**src/rtl/spi_slave_port.sv**
```systemverilog
// SPI target with every pin oversampled in the clk domain. Each word runs one
// LOAD/SHIFT pass, and words follow back-to-back while spi_ss_n stays low.
module spi_slave_port #(
    parameter int WORD_W = 32,
    parameter int SYNC_N = 2
) (
    input  logic              clk,
    input  logic              rst,
    input  logic              cpol,
    input  logic              cpha,
    input  logic              lsb_first,
    input  logic              spi_sck,
    input  logic              spi_mosi,
    input  logic              spi_ss_n,
    output logic              spi_miso,
    output logic              spi_miso_oe,
    input  logic [WORD_W-1:0] tx_data,
    input  logic              tx_valid,
    output logic              tx_ready,
    output logic [WORD_W-1:0] rx_data,
    output logic              rx_valid,
    input  logic              rx_ready,
    output logic              tx_underrun,
    output logic              rx_overrun,
    output logic              busy
);
    localparam int               CNT_W = $clog2(WORD_W);
    localparam logic [CNT_W-1:0] LAST  = CNT_W'(WORD_W - 1);

    typedef enum logic [1:0] {IDLE, LOAD, SHIFT} state_t;
    state_t state_q, state_d;

    logic [SYNC_N-1:0] sck_sync_q, mosi_sync_q, ss_sync_q;
    logic              sck_dly_q;
    logic              sck_s, mosi_s, ss_s;
    logic              sck_rise, sck_fall, lead_edge, trail_edge, sample_edge, shift_edge;

    logic              cpol_q, cpol_d, cpha_q, cpha_d, lsb_q, lsb_d;
    logic [CNT_W-1:0]  cnt_q, cnt_d;
    logic [WORD_W-1:0] rx_sr_q, rx_sr_d, tx_word_q, tx_word_d;
    logic [WORD_W-1:0] hold_q, hold_d, rx_data_q, rx_data_d;
    logic              hold_full_q, hold_full_d, rx_valid_q, rx_valid_d;
    logic              miso_q, miso_d, und_q, und_d, ovr_q, ovr_d;

    // Bit n of the word in transmit order.
    function automatic logic pick(input logic [WORD_W-1:0] w, input logic [CNT_W-1:0] n,
                                  input logic lsb);
        return lsb ? w[n] : w[LAST - n];
    endfunction

    assign sck_s  = sck_sync_q[SYNC_N-1];
    assign mosi_s = mosi_sync_q[SYNC_N-1];
    assign ss_s   = ss_sync_q[SYNC_N-1];

    assign sck_rise    = sck_s & ~sck_dly_q;
    assign sck_fall    = ~sck_s & sck_dly_q;
    assign lead_edge   = cpol_q ? sck_fall : sck_rise;
    assign trail_edge  = cpol_q ? sck_rise : sck_fall;
    assign sample_edge = cpha_q ? trail_edge : lead_edge;
    assign shift_edge  = cpha_q ? lead_edge : trail_edge;

    always_ff @(posedge clk or posedge rst) begin
        if (rst) begin
            sck_sync_q  <= '0;
            mosi_sync_q <= '0;
            ss_sync_q   <= '1;
            sck_dly_q   <= 1'b0;
        end else begin
            sck_sync_q  <= {sck_sync_q[SYNC_N-2:0], spi_sck};
            mosi_sync_q <= {mosi_sync_q[SYNC_N-2:0], spi_mosi};
            ss_sync_q   <= {ss_sync_q[SYNC_N-2:0], spi_ss_n};
            sck_dly_q   <= sck_s;
        end
    end

    always_ff @(posedge clk or posedge rst) begin
        if (rst) begin
            state_q     <= IDLE;
            cpol_q      <= 1'b0;
            cpha_q      <= 1'b0;
            lsb_q       <= 1'b0;
            cnt_q       <= '0;
            rx_sr_q     <= '0;
            tx_word_q   <= '0;
            hold_q      <= '0;
            hold_full_q <= 1'b0;
            rx_data_q   <= '0;
            rx_valid_q  <= 1'b0;
            miso_q      <= 1'b0;
            und_q       <= 1'b0;
            ovr_q       <= 1'b0;
        end else begin
            state_q     <= state_d;
            cpol_q      <= cpol_d;
            cpha_q      <= cpha_d;
            lsb_q       <= lsb_d;
            cnt_q       <= cnt_d;
            rx_sr_q     <= rx_sr_d;
            tx_word_q   <= tx_word_d;
            hold_q      <= hold_d;
            hold_full_q <= hold_full_d;
            rx_data_q   <= rx_data_d;
            rx_valid_q  <= rx_valid_d;
            miso_q      <= miso_d;
            und_q       <= und_d;
            ovr_q       <= ovr_d;
        end
    end

    always_comb begin
        state_d     = state_q;
        cpol_d      = cpol_q;
        cpha_d      = cpha_q;
        lsb_d       = lsb_q;
        cnt_d       = cnt_q;
        rx_sr_d     = rx_sr_q;
        tx_word_d   = tx_word_q;
        hold_d      = hold_q;
        hold_full_d = hold_full_q;
        rx_data_d   = rx_data_q;
        rx_valid_d  = rx_valid_q;
        miso_d      = miso_q;
        und_d       = 1'b0;
        ovr_d       = 1'b0;

        if (tx_valid && !hold_full_q) begin
            hold_d      = tx_data;
            hold_full_d = 1'b1;
        end
        if (rx_valid_q && rx_ready) rx_valid_d = 1'b0;

        // Deselect aborts the frame from any state; the holding register survives.
        if (state_q != IDLE && ss_s) begin
            state_d   = IDLE;
            cnt_d     = '0;
            rx_sr_d   = '0;
            tx_word_d = '0;
            miso_d    = 1'b0;
        end else begin
            case (state_q)
                IDLE: begin
                    if (!ss_s) begin
                        state_d = LOAD;
                        cpol_d  = cpol;
                        cpha_d  = cpha;
                        lsb_d   = lsb_first;
                        cnt_d   = '0;
                    end
                end
                LOAD: begin
                    if (hold_full_q) begin
                        tx_word_d   = hold_q;
                        hold_full_d = 1'b0;
                    end else begin
                        tx_word_d = '0;
                        und_d     = 1'b1;
                    end
                    miso_d  = pick(tx_word_d, '0, lsb_q);
                    cnt_d   = '0;
                    state_d = SHIFT;
                end
                SHIFT: begin
                    if (sample_edge) begin
                        rx_sr_d = lsb_q ? {mosi_s, rx_sr_q[WORD_W-1:1]}
                                        : {rx_sr_q[WORD_W-2:0], mosi_s};
                        if (cnt_q == LAST) begin
                            cnt_d   = '0;
                            state_d = LOAD;
                            if (rx_valid_q && !rx_ready) begin
                                ovr_d = 1'b1;
                            end else begin
                                rx_data_d  = rx_sr_d;
                                rx_valid_d = 1'b1;
                            end
                        end else begin
                            cnt_d = cnt_q + 1'b1;
                        end
                    end else if (shift_edge) begin
                        // Index by samples taken, so the cpha=1 first shift edge re-presents bit 0.
                        miso_d = pick(tx_word_q, cnt_q, lsb_q);
                    end
                end
                default: state_d = IDLE;
            endcase
        end
    end

    assign spi_miso    = miso_q;
    assign busy        = (state_q != IDLE);
    assign spi_miso_oe = busy;
    assign tx_ready    = ~hold_full_q;
    assign rx_data     = rx_data_q;
    assign rx_valid    = rx_valid_q;
    assign tx_underrun = und_q;
    assign rx_overrun  = ovr_q;
endmodule

```
**config.mk**
```make
export PLATFORM = sky130hd
export DESIGN_NAME = spi_slave_port
export DESIGN_NICKNAME = d
export VERILOG_FILES = /design/src/rtl/spi_slave_port.sv
export SDC_FILE = /design/constraint.sdc
export NUM_CORES = 1
export LEC_CHECK = 0
export CAP_MARGIN = 30
export CORE_MARGIN = 2
export CORE_UTILIZATION = 38
export DETAILED_ROUTE_END_ITERATION = 8
export GPL_TIMING_DRIVEN = 0
export PLACE_DENSITY = 0.55
export SETUP_SLACK_MARGIN = 0.02
export SYNTH_ARGS = -nofsm -noshare
export SYNTH_HDL_FRONTEND = slang
export SYNTH_SLANG_ARGS = --single-unit
```
**constraint.sdc**
```tcl
create_clock -name clk -period 11.23 [get_ports clk]
set_input_delay 1.6845 -clock clk [delete_from_list [all_inputs] [get_ports clk]]
set_output_delay 1.6845 -clock clk [all_outputs]
set_load 0.01 [all_outputs]
```
Word-level counts from Yosys, hierarchy flattened
Cells that the tools add are included.
{"block": "word_totals", "regBits": 150, "inputBits": 42, "out_inout_bits": 39}
{"block": "classes", "addsub": 2, "magnitude_cmp": 2, "n_eq_ne": 8, "n_mux": 49, "bitwise": 8, "reduce_logical": 19}
{"operator": "32-bit two-way mux", "count": 7}
{"operator": "1-bit two-way mux", "count": 29}
{"operator": "5-bit two-way mux", "count": 4}
{"operator": "3-bit inequality test, second input constant", "count": 5}
{"operator": "5-bit one-hot mux with 3 select lines", "count": 1}
{"operator": "5-bit by 6-bit < comparator with 1-bit output, second input constant", "count": 2}
{"operator": "3-bit AND reduction", "count": 4}
{"operator": "1-bit binary-select mux with 5-bit select", "count": 2}
{"operator": "2-bit two-way mux", "count": 4}
{"operator": "2-bit nonzero test", "count": 4}
{"operator": "1-bit NOT", "count": 6}
{"operator": "2-bit one-hot mux with 3 select lines", "count": 1}
{"operator": "5-bit by 1-bit adder with 5-bit output, second input constant", "count": 1}
{"operator": "5-bit == test, second input constant", "count": 1}
{"operator": "5-bit AND reduction", "count": 1}
{"operator": "5-bit subtractor, first input constant", "count": 1}
{"operator": "1-bit logical AND", "count": 4}
{"operator": "4-bit nonzero test", "count": 1}
{"operator": "3-bit nonzero test", "count": 1}
{"operator": "1-bit AND", "count": 2}
{"operator": "2-bit by 1-bit == test with 1-bit output, second input constant", "count": 1}
{"operator": "2-bit == test, second input constant", "count": 1}
{"operator": "1-bit zero test", "count": 2}
{"operator": "2-bit zero test", "count": 1}
{"operator": "other kinds (2)", "count": 2}

Depth between registers and ports, before layout
Gate-level depths: netlist (run 1).
{"block": "depth", "word_depth": 8, "depth_mapped": 7, "depth_no_buf": 6}

Worst setup path after synthesis (run 1)
Ideal clock, no wire load.
{"block": "synth_path", "path_kind": "in2reg", "start": "input tx_valid", "end": "register hold_q[10]", "setup_time_ps": 125, "arrival_ps": 2690, "t_required_ps": 11105, "slack_ps": 8415, "cell_stages": 4, "n_path_buf": 2, "path_cell_list": "nor2b_1 > clkbuf_1 > buf_1 > mux2_2"}
{"block": "synth_via", "elab_chain_cells": 1}
{"item": "start: declaration", "line": "18", "rtl": "input logic tx_valid,"}
{"item": "1-bit logical AND", "line": "126", "rtl": "if (tx_valid && !hold_full_q) begin"}
{"item": "end signal: assignment", "line": "100", "rtl": "hold_q <= hold_d;"}
{"item": "end: declaration", "line": "41", "rtl": "logic [WORD_W-1:0] hold_q, hold_d, rx_data_q, rx_data_d;"}
No other way between the ends.
A chain may end at the register's enable or synchronous reset.

Final worst setup path (run 1)
{"block": "layout_path", "start": "register state_q[1]", "end": "output spi_miso_oe"}
{"block": "layout_via", "elab_chain_cells": 1}
{"item": "start: declaration", "line": "31", "rtl": "state_t state_q, state_d;"}
{"item": "start signal: assignment", "line": "93", "rtl": "state_q <= state_d;"}
{"item": "2-bit nonzero test", "line": "189", "rtl": "assign busy = (state_q != IDLE);"}
{"item": "end: declaration", "line": "16", "rtl": "output logic spi_miso_oe,"}
No other way between the ends.

==> run_results.csv, run 1 <==
group,metric,value,unit
hold_path,whs_endpoint,"sck_sync_q[1]",
power_and_ir_drop,worst_ir_drop_vdd,0.000110,V
place,place_ws,7.59,ns
hold_path,holdPathStages,0,
timing,finalCriticalPeriod,3.66,ns
place,gp_congestion,0.745,
routing,route.detailed.drc,0,
clocking,cts.sinks,150,
global_routing,grt_usage,15.6,%
timing,hold_slack,0.351,ns
timing,setup_viol_count_final,0,
global_routing,antenna_found_initial,0,
die,die_area,18400,um2
power_and_ir_drop,p_leak,3.90,nW
synthesis,yosys_register_bits,150,
timing,period_share,32.6,%
power_and_ir_drop,power.total,1.54,mW
clocking,cts_hold_buf,0,
timing,finalClockSkew,0.00620,ns
die,die_h,136,um
cells_and_area,diodes,0,
timing,slew_headroom,52.5,%
global_routing,grt_pass1_wl,22.3,mm
die,core,17100,um2
cells_and_area,multi_input_area,2540,um2
hold_path,worstHoldStart,"sck_sync_q[0]",
routing,vias_per_cell,5.06,
cells_and_area,area_growth,26.3,%
synthesis,syn-num-nets,535,
place,portBuffers,80,
synthesis,yosysSeqAreaShare,56.9,%
worst_setup_path,path_cells,"clkbuf_1 > or2_2 > buf_4 > clkdlybuf4s50_1",
clocking,cts.path.max_buffers,2,
outcome,outcome,"finished clean",
cells_and_area,regArea,3760,um2
worst_setup_path,cpPeakStageDelay,0.46,ns
synthesis,synth_cell_types,45,
place,place_hpwl,9.58,mm
timing,totalNegativeSetupSlack,0,ns
routing,postRouteAntennaNets,0,
synthesis,synth_top_area_share,56.1,%
hold_path,holdCritPathClass,"flip-flop to flip-flop",
synthesis,async_flop_share,100,%
clocking,cts_buffers,17,
worst_setup_path,crit_path_top_delay_cell,"clkdlybuf4s50_1",
timing,fmax,0.273,GHz
timing,grt_setup_unrepaired,"no",
worst_setup_path,arrival,1.98,ns
clocking,cts-root-buf,"clkbuf_16",
timing,drv_slew,0,
die,fp.dieW,136,um
synthesis,yosysWarnings,0,
worst_setup_path,worstSetupPathType,"flip-flop to output port",
cells_and_area,fin_nets,636,
global_routing,grt_overflow_total,0,
place,dpl_cell_area,7720,um2
worst_setup_path,cp-start-kind,"flip-flop",
worst_setup_path,rrSetupSlack,8.72,ns
synthesis,ys_top_cells_by_area,"dfrtp_1 (56%), mux2i_1 (10%), mux2_2 (5.1%), mux4_2 (4.8%), a22o_1 (4.4%)",
clocking,cts-resized-gates,0,
synthesis,syn_inst,490,
cells_and_area,layout-drive-gt1-share,14.8,%
routing,initialDrtViolationCount,181,
synthesis,synth_top_area_cell,"dfrtp_1",
clocking,htree_levels,4,
synthesis,avgSynthCellArea,13.5,um2
worst_setup_path,timing.rr.start,"cpol_q",
worst_setup_path,rr_endpoint,"rx_data[31]",
die,num_rows,48,
timing,setup_ws,7.57,ns
worst_setup_path,crit_path_end_kind,"output port",
clocking,cts_setup_buffers,0,
global_routing,grt_pass1_vias,4415,
run,max_cap_violations,0,
cells_and_area,num-fill-cells,1497,
clocking,clkTransAtPathRegs,0.06,ns
power_and_ir_drop,pwr_density_cell,185,nW/um2
worst_setup_path,cp_max_fo,10,
worst_setup_path,worstPathRequired,9.55,ns
synthesis,synth-edff-count,0,
synthesis,synthesis.area,6600,um2
synthesis,yosys_most_used_dff,"dfrtp_1",
routing,dr.pass1.iters,4,
timing,finalHoldViolCount,0,
routing,wl,13.3,mm
worst_setup_path,reg2regPathDepth,6,
die,initial_utilization,38.5,%
synthesis,synth_most_common_cell,"dfrtp_1",
timing,tightest_slew,0.712,ns
clocking,clk_latency,0.41,ns
global_routing,grt_max_degree,92,
clocking,cts_tree,"built",
routing,vias,4184,
die,pin_count,81,
cells_and_area,design_area,8330,um2
routing,avgRoutedWirePerCell,16.1,um
synthesis,synth.cells.most_frequent,"dfrtp_1 (148), mux2i_1 (68), inv_1 (35), a22o_1 (33), o2bb2ai_1 (31)",
## cell type report
type,instances,area share [%]
well taps,225,3.38
multi-input cells,269,30.5
clock buffers,22,5.57
repair buffers,82,10.0
plain buffers,34,1.91
inverters,37,1.73
clock inverters,8,1.79
flip-flops and latches,150,45.1
## flip-flops by register name, summed over array words and instances (netlist names), 2 cells and up
register	flops
state_q	2
ss_sync_q	2
mosi_sync_q	2
sck_sync_q	2
rx_sr_q	32
cnt_q	5
tx_word_q	32
hold_q	32
rx_data	32
## where the power goes
part | internal (mW) | total (mW) | switching (mW)
Combinational | 0.142 | 0.244 | 0.102
Sequential | 0.632 | 0.700 | 0.0678
Clock | 0.381 | 0.593 | 0.212
## kinds of logic after synthesis
kind of cell / share of synthesized area, %
buf+inv: 4.51
xor+xnor: 0.133
mux: 22.6
fa+ha+maj: 0.569
simple gates: 3.79
flops: 56.9
compound gates: 11.5
## per-layer routing
layer | up-vias | track usage, % | share of wire, %
met1 | 2087 | 19.7 | 44
li1 | 1990 | - | -
met4 | 0 | 6.13 | 1.4
met2 | 90 | 26.1 | 50
met5 | - | 0 | 0
met3 | 17 | 3.59 | 4.0
## through the flow
stage / utilization, % / cells
finish: 48.7 / 827
global route: 48.7 / 827
CTS: 48.7 / 827
detailed placement: 45.1 / 797
global placement: 44.9 / 795
floorplan: - / 490
## layout by cell type, fill, tap and decap left out, types with 3 or more instances in the layout
master,count
clkbuf_16,17
o21ai_1,3
dfrtp_1,148
nand2_1,11
clkbuf_1,21
ha_1,3
or4_1,3
inv_1,34
mux4_2,14
a21oi_1,9
bufinv_16,4
mux2_1,12
nand2b_1,5
a22oi_1,3
and2_1,3
buf_1,8
o2bb2ai_1,31
buf_2,5
mux2i_1,68
clkdlybuf4s50_1,80
a22o_1,33
nor2_1,7
buf_6,3
nor2b_1,7
mux2_2,30
## critical path: cells and delay by family, from the launching register on
kind | cells | cell delay [ns]
flip-flops | 1 | 0.41
buffers and inverters | 3 | 0.81
AND/OR/NAND/NOR | 1 | 0.35
## worst max path at each step
stage	startpoint	cells after the start	to
6_report	state_q[1]	4	spi_miso_oe
5_1_grt	state_q[1]	4	spi_miso_oe
4_1_cts	state_q[1]	4	spi_miso_oe
3_5_place_dp	tx_valid	5	hold_q[13]
3_3_place_gp	rst	2	rx_data[4]
2_1_floorplan	rst	1	cnt_q[0]
Power figures use the tool's default switching activity.
==> inputs of run 2 (changes only) <==
--- a/config.mk
+++ b/config.mk
@@ -10,7 +10,7 @@
 export CORE_UTILIZATION = 38
 export DETAILED_ROUTE_END_ITERATION = 8
 export GPL_TIMING_DRIVEN = 0
-export PLACE_DENSITY = 0.55
+export PLACE_DENSITY = 0.57
 export SETUP_SLACK_MARGIN = 0.02
 export SYNTH_ARGS = -nofsm -noshare
 export SYNTH_HDL_FRONTEND = slang
==> constraint.sdc (replaced) <==
create_clock -name clk -period 3.35 [get_ports clk]
set_input_delay 0.5025 -clock clk [delete_from_list [all_inputs] [get_ports clk]]
set_output_delay 0.5025 -clock clk [all_outputs]
set_load 0.01 [all_outputs]
==> run 2 against run 1 <==
Compared with the run above: clock power grew to 3.4 times the previous value; sequential power grew to 3.4 times the previous value; first-iteration DRC count down 34%; critical endpoint is now rx_data[25]; largest cell class unchanged.
==> run_results.csv, run 2 (synthesized netlist as in run 1, its figures left out) <==
group,metric,value,unit
outcome,outcome,"finished clean",
timing,finalCriticalPeriod,2.56,ns
cells_and_area,mostFrequentLayoutCells,"dfrtp_1 (148), clkdlybuf4s50_1 (80), mux2i_1 (68)",
timing,setup_viol_count_final,0,
routing,initialDrtViolationCount,119,
worst_setup_path,cp_num_buf_inv,2,
clocking,cts.sinks,150,
routing,postRouteAntennaNets,0,
worst_setup_path,cp-start-kind,"flip-flop",
timing,period_share,76.5,%
worst_setup_path,cp_max_fo,10,
cells_and_area,stdcell_count,830,
routing,avgRoutedWirePerCell,16.2,um
global_routing,grt_pass1_wl,22.5,mm
routing,wl,13.5,mm
cells_and_area,num-fill-cells,1518,
clocking,cts_setup_buffers,0,
global_routing,antenna_found_initial,0,
worst_setup_path,rrSetupSlack,0.79,ns
place,place_ws,0.794,ns
clocking,htree_levels,4,
cells_and_area,fin_nets,638,
worst_setup_path,reg2regPathDepth,7,
timing,tightest_slew,0.791,ns
worst_setup_path,worstSetupPathType,"flip-flop to flip-flop",
timing,grt_setup_unrepaired,"no",
worst_setup_path,path_cells,"xnor2_1 > mux2i_4 > nand3_2 > or4_1 > buf_2 > buf_6 > mux2i_1",
cells_and_area,layout-drive-gt1-share,15.5,%
timing,totalNegativeSetupSlack,0,ns
hold_path,whs_endpoint,"ss_sync_q[1]",
routing,route.detailed.drc,0,
global_routing,grt_max_degree,43,
hold_path,holdCritPathClass,"flip-flop to flip-flop",
clocking,cts-resized-gates,0,
clocking,clkTransAtPathRegs,0.06,ns
die,num_rows,48,
worst_setup_path,crit_path_end_kind,"flip-flop",
clocking,cts-root-buf,"clkbuf_16",
worst_setup_path,cpPeakStageDelay,0.55,ns
hold_path,worstHoldStart,"ss_sync_q[0]",
timing,hold_slack,0.361,ns
routing,vias_per_cell,5.04,
cells_and_area,regArea,3760,um2
global_routing,grt_pass1_vias,4406,
timing,finalClockSkew,0.0165,ns
clocking,cts_tree,"built",
die,fp.dieW,136,um
cells_and_area,final_common_cell,"dfrtp_1",
place,gp_congestion,0.763,
place,dpl_cell_area,7750,um2
power_and_ir_drop,pwr_density_cell,617,nW/um2
cells_and_area,design_area,8380,um2
cells_and_area,area_growth,27.0,%
timing,slew_headroom,46.8,%
power_and_ir_drop,worst_ir_drop_vdd,0.000379,V
run,max_cap_violations,0,
cells_and_area,diodes,0,
worst_setup_path,worstPathRequired,3.68,ns
die,core,17100,um2
place,portBuffers,80,
die,pin_count,81,
hold_path,holdPathStages,0,
clocking,cts.path.max_buffers,2,
cells_and_area,post-route-util,48.9,%
cells_and_area,multi_input_area,2540,um2
worst_setup_path,timing.rr.start,"cpol_q",
routing,dr.pass1.iters,4,
timing,finalHoldViolCount,0,
timing,setup_ws,0.786,ns
routing,vias,4184,
die,die_h,136,um
worst_setup_path,crit_family,"simple AND/OR/NAND/NOR gates",
die,initial_utilization,38.5,%
global_routing,grt_usage,15.8,%
clocking,cts_buffers,17,
worst_setup_path,crit_path_top_delay_cell,"or4_1",
timing,drv_slew,0,
power_and_ir_drop,p_leak,3.93,nW
clocking,clk_latency,0.43,ns
global_routing,grt_overflow_total,0,
place,place_inst,799,
die,die_area,18400,um2
place,place_hpwl,9.69,mm
worst_setup_path,rr_endpoint,"rx_data[25]",
timing,fmax,0.390,GHz
power_and_ir_drop,power.total,5.17,mW
clocking,cts_hold_buf,0,
worst_setup_path,arrival,2.89,ns
run 2: cell count changes in the layout (fill, tap and decap cells not counted), sizes merged:
cell    delta
inv        -1
clkinv     +1
bufinv     -1
clkbuf     +2
buf        +2
run 2: power by group:
part	leakage [nW]	switching (mW)	internal, mW
clock network	0.308	0.708	1.29
logic	1.81	0.349	0.480
registers	1.81	0.226	2.12
run 2: worst reg2reg max path, stage by stage, from the launching register on:
cell     delay, ns
dfrtp_1       0.39
xnor2_1       0.40
mux2i_4       0.38
nand3_2       0.22
or4_1         0.55
buf_2         0.18
buf_6         0.17
mux2i_1       0.19
run 2: area by class of cell:
cell class / instances / area share [%]
multi-input cells: 269 / 30.4
flip-flops and latches: 150 / 44.8
clock inverters: 7 / 1.39
well taps: 225 / 3.36
plain buffers: 34 / 1.90
repair buffers: 84 / 10.3
clock buffers: 24 / 6.11
inverters: 37 / 1.70
run 2: worst max-delay path by stage:
stage | start | endpoint | depth (start not counted) | slack, ns
final | cpol_q | rx_data[25] | 7 | 0.79
after global routing | cpol_q | rx_data[25] | 7 | 0.65
after CTS | cpol_q | rx_data[25] | 7 | 0.77
after detailed placement | cpol_q | rx_data[25] | 7 | 0.79
after global placement | rst | hold_q[6] | 2 | -0.26
after floorplan | rst | cnt_q[0] | 1 | 0.96
run 2: per-layer routing:
metal	vias to the layer above	global-route usage (%)	share of wire [%]
li1	1989	-	-
met1	2115	20.0	45
met2	74	26.8	51
met3	6	4.19	3.5
met4	0	4.51	0.52
met5	-	0	0
